### src/rtl/elevator_pkg.sv
// Elevator controller shared definitions: FSM state encoding and width helpers.
// Optional feature macro used by this slice: ELEV_DOOR_REOPEN_EN.
package elevator_pkg;

    // State codes, also driven straight onto the status LED output
    localparam logic [2:0] ST_IDLE       = 3'd0;
    localparam logic [2:0] ST_MOVE_UP    = 3'd1;
    localparam logic [2:0] ST_MOVE_DOWN  = 3'd2;
    localparam logic [2:0] ST_DOOR_OPEN  = 3'd3;
    localparam logic [2:0] ST_DOOR_CLOSE = 3'd4;

    typedef enum logic [2:0] {
        S_IDLE       = ST_IDLE,
        S_MOVE_UP    = ST_MOVE_UP,
        S_MOVE_DOWN  = ST_MOVE_DOWN,
        S_DOOR_OPEN  = ST_DOOR_OPEN,
        S_DOOR_CLOSE = ST_DOOR_CLOSE
    } state_t;

    // Bits needed for a floor index; never less than one bit
    function automatic int floorWidth(input int floors);
        return (floors <= 2) ? 1 : $clog2(floors);
    endfunction

    // Bits needed for a timer that must reach the larger of two tick counts
    function automatic int cntWidth(input int a, input int b);
        int m;
        m = (a > b) ? a : b;
        return (m < 1) ? 1 : $clog2(m + 1);
    endfunction

endpackage

### src/rtl/elevator_if.sv
// Elevator controller signal bundle: car sensors, call buttons, motor/door drives and status.
// The master side is the building (sensors, buttons); the slave side is the controller.
interface elevator_if
    import elevator_pkg::*;
#(
    parameter int FLOORS = 4
) ();

    localparam int FW = floorWidth(FLOORS);

    logic [FLOORS-1:0] floor_sns;
    logic [FLOORS-1:0] req_btn;
    logic              door_btn;
    logic              motor_up;
    logic              motor_down;
    logic              door_open;
    logic [FLOORS-1:0] req_led;
    logic [FW-1:0]     cur_floor;
    logic              dir_up;
    logic [2:0]        state;

    modport master (
        output floor_sns, req_btn, door_btn,
        input  motor_up, motor_down, door_open, req_led, cur_floor, dir_up, state
    );

    modport slave (
        input  floor_sns, req_btn, door_btn,
        output motor_up, motor_down, door_open, req_led, cur_floor, dir_up, state
    );

endinterface

### src/rtl/elevator_ctrl_sync2.sv
// Parametrised-width two-flop synchroniser for asynchronous level inputs.
module sync2 #(
    parameter int WIDTH = 1
) (
    input  logic             clk,
    input  logic             rstn,
    input  logic [WIDTH-1:0] i_async,
    output logic [WIDTH-1:0] o_sync
);

    logic [WIDTH-1:0] r_meta;
    logic [WIDTH-1:0] r_sync;

    // Two back-to-back flops give the first stage a full cycle to settle
    always_ff @(posedge clk or negedge rstn) begin
        if (!rstn) begin
            r_meta <= '0;
            r_sync <= '0;
        end else begin
            r_meta <= i_async;
            r_sync <= r_meta;
        end
    end

    assign o_sync = r_sync;

endmodule

### src/rtl/elevator_ctrl.sv
// Elevator car controller: latches floor calls, drives the motor towards them,
// and runs a timed door open/close cycle at each served floor.
// Optional macro ELEV_DOOR_REOPEN_EN: a call or door button at the current
// floor during door closing reopens the door for a full open period.
module elevator_ctrl
    import elevator_pkg::*;
#(
    parameter int FLOORS      = 4,
    parameter int DOOR_TICKS  = 50_000_000,
    parameter int CLOSE_TICKS = 25_000_000
) (
    input logic       clk,
    input logic       rstn,
    elevator_if.slave bus
);

    localparam int FW = floorWidth(FLOORS);
    localparam int CW = cntWidth(DOOR_TICKS, CLOSE_TICKS);
    localparam logic [CW-1:0] DOOR_LAST  = CW'(DOOR_TICKS - 1);
    localparam logic [CW-1:0] CLOSE_LAST = CW'(CLOSE_TICKS - 1);
    localparam logic [CW-1:0] CNT_MAX    = '1;
    localparam logic [FW-1:0] TOP_FLOOR  = FW'(FLOORS - 1);
    localparam logic [FLOORS-1:0] ONE_MASK = {{(FLOORS-1){1'b0}}, 1'b1};

    state_t            r_state;
    logic              r_motorUp;
    logic              r_motorDown;
    logic              r_doorOpen;
    logic              r_dirUp;
    logic [FLOORS-1:0] r_req;
    logic [FW-1:0]     r_curFloor;
    logic              r_floorKnown;
    logic [CW-1:0]     r_cnt;

    logic [FLOORS-1:0] w_sns;
    logic [4:0]        w_ones;
    logic              w_atFloor;
    logic [FW-1:0]     w_atIdx;
    logic [FLOORS-1:0] w_atMask;
    logic [FLOORS-1:0] w_curMask;
    logic              w_reqHere;
    logic              w_reqAtIdx;
    logic              w_reqAbove;
    logic              w_reqBelow;
    logic              w_hereCall;
    logic [FLOORS-1:0] w_clrMask;

    sync2 #(.WIDTH(FLOORS)) u_snsSync (
        .clk     (clk),
        .rstn    (rstn),
        .i_async (bus.floor_sns),
        .o_sync  (w_sns)
    );

    // Decode the synchronised sensors: only a single active bit names a floor
    always_comb begin
        w_ones  = '0;
        w_atIdx = '0;
        for (int i = 0; i < FLOORS; i++) begin
            if (w_sns[i]) begin
                w_ones  = w_ones + 5'd1;
                w_atIdx = FW'(i);
            end
        end
        w_atFloor = (w_ones == 5'd1);
    end

    // Pending calls relative to the car's last known floor
    always_comb begin
        w_reqAbove = 1'b0;
        w_reqBelow = 1'b0;
        for (int i = 0; i < FLOORS; i++) begin
            if (r_req[i] && (i > int'(r_curFloor))) w_reqAbove = 1'b1;
            if (r_req[i] && (i < int'(r_curFloor))) w_reqBelow = 1'b1;
        end
    end

    assign w_curMask  = ONE_MASK << r_curFloor;
    assign w_atMask   = ONE_MASK << w_atIdx;
    assign w_reqHere  = |(r_req & w_curMask);
    assign w_reqAtIdx = |(r_req & w_atMask);
    assign w_hereCall = bus.door_btn | (|(bus.req_btn & w_curMask));

    // Call bits to drop this cycle: the floor being served never stays latched
    always_comb begin
        w_clrMask = '0;
        case (r_state)
            S_IDLE:       if (r_floorKnown && w_reqHere) w_clrMask = w_curMask;
            S_MOVE_UP,
            S_MOVE_DOWN:  if (w_atFloor && w_reqAtIdx) w_clrMask = w_atMask;
            S_DOOR_OPEN:  w_clrMask = w_curMask;
`ifdef ELEV_DOOR_REOPEN_EN
            S_DOOR_CLOSE: if (w_hereCall) w_clrMask = w_curMask;
`endif
            default:      w_clrMask = '0;
        endcase
    end

    // Main controller: call latch, floor tracking, motion and door sequencing
    always_ff @(posedge clk or negedge rstn) begin
        if (!rstn) begin
            r_state      <= S_IDLE;
            r_motorUp    <= 1'b0;
            r_motorDown  <= 1'b0;
            r_doorOpen   <= 1'b0;
            r_dirUp      <= 1'b1;
            r_req        <= '0;
            r_curFloor   <= '0;
            r_floorKnown <= 1'b0;
            r_cnt        <= '0;
        end else begin
            r_req <= (r_req | bus.req_btn) & ~w_clrMask;
            if (w_atFloor) begin
                r_curFloor   <= w_atIdx;
                r_floorKnown <= 1'b1;
            end
            case (r_state)
                S_IDLE: begin
                    r_motorUp   <= 1'b0;
                    r_motorDown <= 1'b0;
                    r_doorOpen  <= 1'b0;
                    if (r_floorKnown) begin
                        if (w_reqHere) begin
                            r_state    <= S_DOOR_OPEN;
                            r_doorOpen <= 1'b1;
                            r_cnt      <= '0;
                        end else if (r_dirUp && w_reqAbove) begin
                            r_state   <= S_MOVE_UP;
                            r_motorUp <= 1'b1;
                            r_dirUp   <= 1'b1;
                        end else if (w_reqBelow) begin
                            r_state     <= S_MOVE_DOWN;
                            r_motorDown <= 1'b1;
                            r_dirUp     <= 1'b0;
                        end else if (w_reqAbove) begin
                            r_state   <= S_MOVE_UP;
                            r_motorUp <= 1'b1;
                            r_dirUp   <= 1'b1;
                        end
                    end
                end
                S_MOVE_UP, S_MOVE_DOWN: begin
                    if (w_atFloor && w_reqAtIdx) begin
                        r_state     <= S_DOOR_OPEN;
                        r_motorUp   <= 1'b0;
                        r_motorDown <= 1'b0;
                        r_doorOpen  <= 1'b1;
                        r_cnt       <= '0;
                    end else if (w_atFloor &&
                                 (((r_state == S_MOVE_UP) && (w_atIdx == TOP_FLOOR)) ||
                                  ((r_state == S_MOVE_DOWN) && (w_atIdx == '0)))) begin
                        r_state     <= S_IDLE;
                        r_motorUp   <= 1'b0;
                        r_motorDown <= 1'b0;
                    end
                end
                S_DOOR_OPEN: begin
                    if (w_hereCall) begin
                        r_cnt <= '0;
                    end else if (r_cnt >= DOOR_LAST) begin
                        r_state    <= S_DOOR_CLOSE;
                        r_doorOpen <= 1'b0;
                        r_cnt      <= '0;
                    end else if (r_cnt != CNT_MAX) begin
                        r_cnt <= r_cnt + 1'b1;
                    end
                end
                S_DOOR_CLOSE: begin
`ifdef ELEV_DOOR_REOPEN_EN
                    if (w_hereCall) begin
                        r_state    <= S_DOOR_OPEN;
                        r_doorOpen <= 1'b1;
                        r_cnt      <= '0;
                    end else
`endif
                    if (r_cnt >= CLOSE_LAST) begin
                        r_cnt <= '0;
                        if (r_dirUp && w_reqAbove) begin
                            r_state   <= S_MOVE_UP;
                            r_motorUp <= 1'b1;
                        end else if (!r_dirUp && w_reqBelow) begin
                            r_state     <= S_MOVE_DOWN;
                            r_motorDown <= 1'b1;
                        end else if (r_dirUp && w_reqBelow) begin
                            r_state     <= S_MOVE_DOWN;
                            r_motorDown <= 1'b1;
                            r_dirUp     <= 1'b0;
                        end else if (!r_dirUp && w_reqAbove) begin
                            r_state   <= S_MOVE_UP;
                            r_motorUp <= 1'b1;
                            r_dirUp   <= 1'b1;
                        end else begin
                            r_state <= S_IDLE;
                        end
                    end else if (r_cnt != CNT_MAX) begin
                        r_cnt <= r_cnt + 1'b1;
                    end
                end
                default: begin
                    r_state     <= S_IDLE;
                    r_motorUp   <= 1'b0;
                    r_motorDown <= 1'b0;
                    r_doorOpen  <= 1'b0;
                end
            endcase
        end
    end

    assign bus.motor_up   = r_motorUp;
    assign bus.motor_down = r_motorDown;
    assign bus.door_open  = r_doorOpen;
    assign bus.req_led    = r_req;
    assign bus.cur_floor  = r_curFloor;
    assign bus.dir_up     = r_dirUp;
    assign bus.state      = r_state;

endmodule

### src/flat_wrapper.sv
// flat-port wrapper written by rule: the top's interface ports become plain ports
module elevator_ctrl_flat import elevator_pkg::*;
#(
    parameter int FLOORS      = 4,
    parameter int DOOR_TICKS  = 50_000_000,
    parameter int CLOSE_TICKS = 25_000_000
)
  (clk, rstn, bus_floor_sns, bus_req_btn, bus_door_btn, bus_motor_up, bus_motor_down, bus_door_open, bus_req_led, bus_cur_floor, bus_dir_up, bus_state);
  elevator_if #(.FLOORS(FLOORS)) bus_i ();
  input logic clk;
  input logic rstn;
  input wire logic [$bits(bus_i.floor_sns)-1:0] bus_floor_sns;
  input wire logic [$bits(bus_i.req_btn)-1:0] bus_req_btn;
  input wire logic [$bits(bus_i.door_btn)-1:0] bus_door_btn;
  output wire logic [$bits(bus_i.motor_up)-1:0] bus_motor_up;
  output wire logic [$bits(bus_i.motor_down)-1:0] bus_motor_down;
  output wire logic [$bits(bus_i.door_open)-1:0] bus_door_open;
  output wire logic [$bits(bus_i.req_led)-1:0] bus_req_led;
  output wire logic [$bits(bus_i.cur_floor)-1:0] bus_cur_floor;
  output wire logic [$bits(bus_i.dir_up)-1:0] bus_dir_up;
  output wire logic [$bits(bus_i.state)-1:0] bus_state;
  assign bus_i.floor_sns = bus_floor_sns;
  assign bus_i.req_btn = bus_req_btn;
  assign bus_i.door_btn = bus_door_btn;
  assign bus_motor_up = bus_i.motor_up;
  assign bus_motor_down = bus_i.motor_down;
  assign bus_door_open = bus_i.door_open;
  assign bus_req_led = bus_i.req_led;
  assign bus_cur_floor = bus_i.cur_floor;
  assign bus_dir_up = bus_i.dir_up;
  assign bus_state = bus_i.state;
  elevator_ctrl #(.FLOORS(FLOORS), .DOOR_TICKS(DOOR_TICKS), .CLOSE_TICKS(CLOSE_TICKS)) u_core (.clk(clk), .rstn(rstn), .bus(bus_i));
endmodule
### config.mk
export PLATFORM = sky130hd
export DESIGN_NAME = elevator_ctrl_flat
export DESIGN_NICKNAME = d
export VERILOG_FILES = /design/src/rtl/elevator_pkg.sv /design/src/rtl/elevator_if.sv /design/src/rtl/elevator_ctrl_sync2.sv /design/src/rtl/elevator_ctrl.sv /design/src/flat_wrapper.sv
export SDC_FILE = /design/constraint.sdc
export NUM_CORES = 1
export LEC_CHECK = 0
export BUFFER_PORTS_ARGS = -buffer_cell sky130_fd_sc_hd__buf_2
export CAP_MARGIN = 0
export CORE_MARGIN = 2
export CORE_UTILIZATION = 50
export CTS_CLUSTER_SIZE = 30
export DETAILED_ROUTE_END_ITERATION = 12
export PLACE_DENSITY_LB_ADDON = 0.2
export SLEW_MARGIN = 20
export SYNTH_ARGS = -nofsm -noshare
export SYNTH_HDL_FRONTEND = slang
export SYNTH_HIERARCHICAL = 1
export SYNTH_SLANG_ARGS = --single-unit
export TNS_END_PERCENT = 5
### constraint.sdc
create_clock -name clk -period 3.4 [get_ports clk]
set_input_delay 0.68 -clock clk [delete_from_list [all_inputs] [get_ports clk]]
set_output_delay 0.68 -clock clk [all_outputs]
set_load 0.05 [all_outputs]
# Word-level counts from Yosys, hierarchy flattened
# Cells that the tools add are included.
# word_totals
regBits	48
inputBits	11
output_inout_bits	13
wordCells	166
# op_classes
n_addsub	4
n_lt_le_gt_ge	8
eq_ne	24
shifts	2
n_mux	77
bitwise	9
n_reduce_logical	31
# ops
operator	n
$mux 26	7
$pmux 26 s4	1
$mux 1	43
$mux 3	13
$add 26x1->26 const B	1
$ge 26x25->1 const B	1
$ge 26x26->1 const B	1
$ne 26x26->1 const B	1
$and 4x4->4	4
$logic_and 1x1->1	15
$mux 5	3
$ne 3x1->1 const B	4
$pmux 1 s4	3
$pmux 3 s4	1
$pmux 4 s3	1
$reduce_and 6->1	2
$reduce_or 4->1	3
$add 5x1->5 const B	2
$ne 2x1->1 const B	5
$mux 4	2
$ne 2x2->1 const B	4
$reduce_and 4->1	2
$reduce_and 8->1	1
$shl 1x2->4 const A	2
27 further kinds	33

# Longest topological paths before layout
# depth
ltp_word	13
ltp_mapped	12
mapped_depth_nobuf	10

# Cells and area by module
# Netlist, hierarchy kept.
# by_module_without_submodules
module	n_inst	cells_each	area_per_inst_um2	seq_area_each_um2
elevator_ctrl	1	334	2813.9	1002.2
sync2	1	8	200.2	200.2

# Least setup slack after synthesis
# No wires, ideal clock.
# synth_timing
path_type	reg-to-reg
startpoint	reg u_core.u_snsSync.r_sync[1] (netlist: u_core/u_snsSync/o_sync[1])
endpoint	reg u_core.r_state[1] (netlist: u_core/bus.state[1])
setup_ns	0.128
t_arrival_ns	2.650
required_time_ns	3.272
path_slack_ns	0.622
stages_incl_launch_ff	11
path_buffers	0
synth_period_minus_slack_ns	2.778
path_cell_list	dfrtp_1 inv_1 ha_1 xor2_1 ha_1 nor2b_1 mux4_2 nand2_1 o21a_1 a2111oi_4 mux2_1
# synth_via
elab_chain_len	9
word_cells_on_any_way	23
cone_classes	add/sub (2); eq/ne (3); shift (1); mux (8); bitwise (1); reduce/logical (8)
# synth_lines
element	line	source
from (decl)	elevator_ctrl_sync2.sv:12	logic [WIDTH-1:0] r_sync;
from (signal assigned)	elevator_ctrl_sync2.sv:21	r_sync <= r_meta;
$mux 5 / $mux 1 (equally long branches)	elevator_ctrl.sv:60	if (w_sns[i]) begin
$add 5x1->5 / $mux 2 (equally long branches)	elevator_ctrl.sv:61, elevator_ctrl.sv:60	
$mux 5 / $mux 2 (equally long branches)	elevator_ctrl.sv:60	
$add 5x1->5 (tied with other cells)	elevator_ctrl.sv:61	w_ones = w_ones + 5'd1;
$mux 5 (tied with other cells)	elevator_ctrl.sv:60	
$eq 5x1->1 (tied with other cells)	elevator_ctrl.sv:65	w_atFloor = (w_ones == 5'd1);
$logic_and 1x1->1, on equally long branches	elevator_ctrl.sv:149, elevator_ctrl.sv:143	
$ne 3x1->1 (no source line) / $mux 3 (equally long branches)	--	
$reduce_and 6->1 (no source line) / $pmux 3 s4 (equally long branches)	--	
to (signal assigned)	elevator_ctrl.sv:144	r_state <= S_DOOR_OPEN;
to (signal assigned)	elevator_ctrl.sv:152	r_state <= S_IDLE;
to (signal assigned)	elevator_ctrl.sv:161	r_state <= S_DOOR_CLOSE;
to (decl)	elevator_ctrl.sv:25	state_t r_state;
# Several ways; a longest one is shown, not always the timed one.
# A chain may end at the register's enable or synchronous reset.

# Worst setup path after layout
# Ends and elaborated chain as after synthesis.

==> results.toml <==
[floorplanning]
core-area_mm2 = 0.00589
start_util_pct = 51.2
die_area_mm2 = 0.00667
rows = 28
die-height_um = 81.6
die_w_um = 81.6
ioPinCount = 24

[pwr]
pwr-share-comb_pct = 49.6
power_density_mw_per_mm2 = 764
power_leakage_nw = 1.35
pwr-share-clk_pct = 17.6
p_sw_mw = 1.19
p_int_mw = 1.33
power.share.sequential_pct = 32.8
vdd_drop_max_v = 0.000393
switching_share_pct = 47.1

[layout]
drive_above_1_share_pct = 13.6
fill_cells = 548
finish.net_count = 375
synthToLayoutAreaGrowth_pct = 9.46
layout_commonest_cell = "dfrtp_1"
layout_common_cells = "dfrtp_1 (47), nand2_1 (36), nor2_1 (28), a21oi_1 (24), buf_2 (22)"
diodes = 0

[critical_path]
reg2regPathDepth = 10
crit_path_start_kind = "flop"
reg2reg_from = "u_core/u_snsSync/o_sync[1]$_DFF_PN0_"
r2r_slack_ns = 0.37
cp_data_arrival_time_ns = 3.23
crit_path_top_delay_cell = "dfrtp_1"
crit_chain = "inv_1, ha_1, xor2_1, ha_1, nor2b_1, mux4_2, nand2_1, o21a_1, a2111oi_4, mux2_1"
crit_family = "adder cells"
crit_path_frequent_cell = "ha_1"
rr_endpoint = "u_core/bus.state[1]$_DFFE_PN0P_"
path_buf_inv = 1
worst-setup-path-type = "flop to flop"
crit_path_max_incr_delay_ns = 0.46
cp-end-kind = "flop"
critPathRequiredTime_ns = 3.60
cp_max_fo = 6

[synth]
synth_top_area_share_pct = 39.0
async_flop_share_pct = 100
synth_cells = 342
synth_area_mm2 = 0.00301
synth_ff_type = "dfrtp_1"
synth.distinct_cells = 64
synth_edf_count = 0
seq_area_frac_synth_pct = 39.9
avgSynthCellArea_um2 = 8.81
yosys-top-cells-area = "dfrtp_1 (39%), nand2_1 (4.5%), a21oi_1 (4.0%)"
synth-seq-cells = 48
synth_nets = 357
yosys_warnings = 6
synth.largest_area_cell = "dfrtp_1"

[clocking]
clk_latency_ns = 0.31
cts_root_buffer = "clkbuf_8"
cts.clk_slew.worst_paths_ns = 0.10
cts_max_level = 2
clock-sinks = 48
cts_resized = 0
postCtsHoldBufs = 0
tritoncts = "yes"
cts_buffer_depth = 2
numCtsBuffers = 5
cts_setup_buffers = 0

[grt]
overflow = 0
grt_pass1_vias = 2462
antenna_found_initial = 0
grt_first_pass_wirelength_um = 12100
grt_start_max_net_pins = 49
grt_util_all_layers_pct = 23.2

[route]
detail-route-antenna-nets = 0
via_count = 2803
drt-initial-drc-count = 271
wl_per_cell_um = 16.1
drc_errors = 0
wl_um = 7040
dr.pass1.iters = 6
vias_per_cell = 6.43

[timing]
tns_ns = 0
slew_headroom_pct = 46.7
finalCritPeriodShare_pct = 89.1
fin_crit_ns = 3.03
slew_violations = 0
setup_viol = 0
hold_viol = 0
tightestPinTransition_ns = 0.791
fin_ws_ns = 0.370
fmax_mhz = 330
finClkSkew_ns = 0.00513
rsz0062_at_grt = "no"

[placed_design]
gp_congestion = 0.870
io_buffers = 23
dpl.hpwl_um = 4920
place_ws_ns = 0.419

[run]
maxCapViolations = 0

[hold_path]
min_path_type = "input port to asynchronous set/reset pin"

[run_status]
status = "finished clean"
## synth_stat cells (3+ instances only)
master	instances
a21o_1	4
a21oi_1	24
a221oi_1	3
a31oi_1	16
a41oi_1	6
and2_1	5
and3_1	5
and4_1	4
buf_2	11
clkbuf_1	5
dfrtp_1	47
ha_1	4
inv_1	12
mux2i_1	3
mux4_2	3
nand2_1	36
nand3_1	16
nand4_1	6
nor2_1	28
nor2b_1	5
nor3_1	13
o21a_1	5
o21ai_0	21
o21ai_1	3
o22ai_1	4
o31ai_1	3
o32ai_1	3
## logic make-up after synthesis
kind of cell | count (synthesis) | share of synthesized area (%)
AND/OR/NAND/NOR | 133 | 22.2
AO/OA/AOI/OAI | 117 | 27.3
flip-flops | 48 | 39.9
buffers and inverters | 30 | 4.48
multiplexers | 7 | 3.61
adder cells (fa/ha/maj) | 4 | 1.66
XOR/XNOR | 3 | 0.872
## flip-flops by register name (all words and copies together), names as in the netlist
register                 cells
u_core/bus.state             3
u_core/u_snsSync/r_meta      4
u_core/u_snsSync/o_sync      4
u_core/bus.door_open         1
u_core/bus.req_led           4
u_core/bus.motor_down        1
u_core/r_floorKnown          1
u_core/bus.motor_up          1
u_core/bus.cur_floor         2
u_core/r_cnt                26
u_core/bus.dir_up            1
## how the worst max path moves through the flow
stage	startpoint	endpoint	slack (ns)	cells past startpoint
4_1_cts	u_core/u_snsSync/o_sync[1]$_DFF_PN0_	u_core/bus.state[1]$_DFFE_PN0P_	0.39	10
5_1_grt	u_core/u_snsSync/o_sync[1]$_DFF_PN0_	u_core/bus.state[1]$_DFFE_PN0P_	0.18	10
3_5_place_dp	u_core/u_snsSync/o_sync[1]$_DFF_PN0_	u_core/bus.state[1]$_DFFE_PN0P_	0.42	10
6_report	u_core/u_snsSync/o_sync[1]$_DFF_PN0_	u_core/bus.state[1]$_DFFE_PN0P_	0.37	10
3_3_place_gp	u_core/u_snsSync/o_sync[1]$_DFF_PN0_	u_core/bus.state[1]$_DFFE_PN0P_	0.51	10
2_1_floorplan	u_core/u_snsSync/o_sync[1]$_DFF_PN0_	u_core/bus.state[1]$_DFFE_PN0P_	0.62	10
## cell type report
class                           instances  area, µm²  share of cell area (%)
Multi-Input combinational cell        264       1680                    50.8
Sequential cell                        48       1200                    36.4
Timing Repair Buffer                   29        163                    4.93
Tap cell                               75       93.8                    2.84
Clock buffer                            5       68.8                    2.09
Clock inverter                          3       50.0                    1.52
Inverter                               12       45.0                    1.37
## through the flow
stage	instances	area (µm²)	utilization, %	power (mW)	hold WS (ns)
floorplan	342	3010	-	1.79	0.331
global placement	428	3180	54.0	2.06	0.332
detailed placement	428	3180	54.0	2.07	0.335
CTS	436	3300	56.0	2.53	0.359
global route	436	3300	56.1	2.72	0.363
finish	436	3300	56.1	2.52	0.356
## power groups by stage
stage,logic [mW],clock network [mW],registers [mW]
CTS,1.25,0.460,0.825
finish,1.25,0.444,0.826
global route,1.38,0.478,0.854
global placement,1.22,0,0.833
detailed placement,1.24,0,0.836
floorplan,0.831,0,0.959
## routing by layer
| metal | vias up | part of all wire [%] | track usage (%) |
|---|---|---|---|
| met1 | 1356 | 49 | 35.0 |
| met3 | 5 | 4.7 | 3.63 |
| met5 | - | 0 | 0 |
| li1 | 1339 | - | - |
| met4 | 0 | 0.99 | 5.50 |
| met2 | 103 | 45 | 35.1 |
Note: power is estimated with default switching activity, not from simulation.
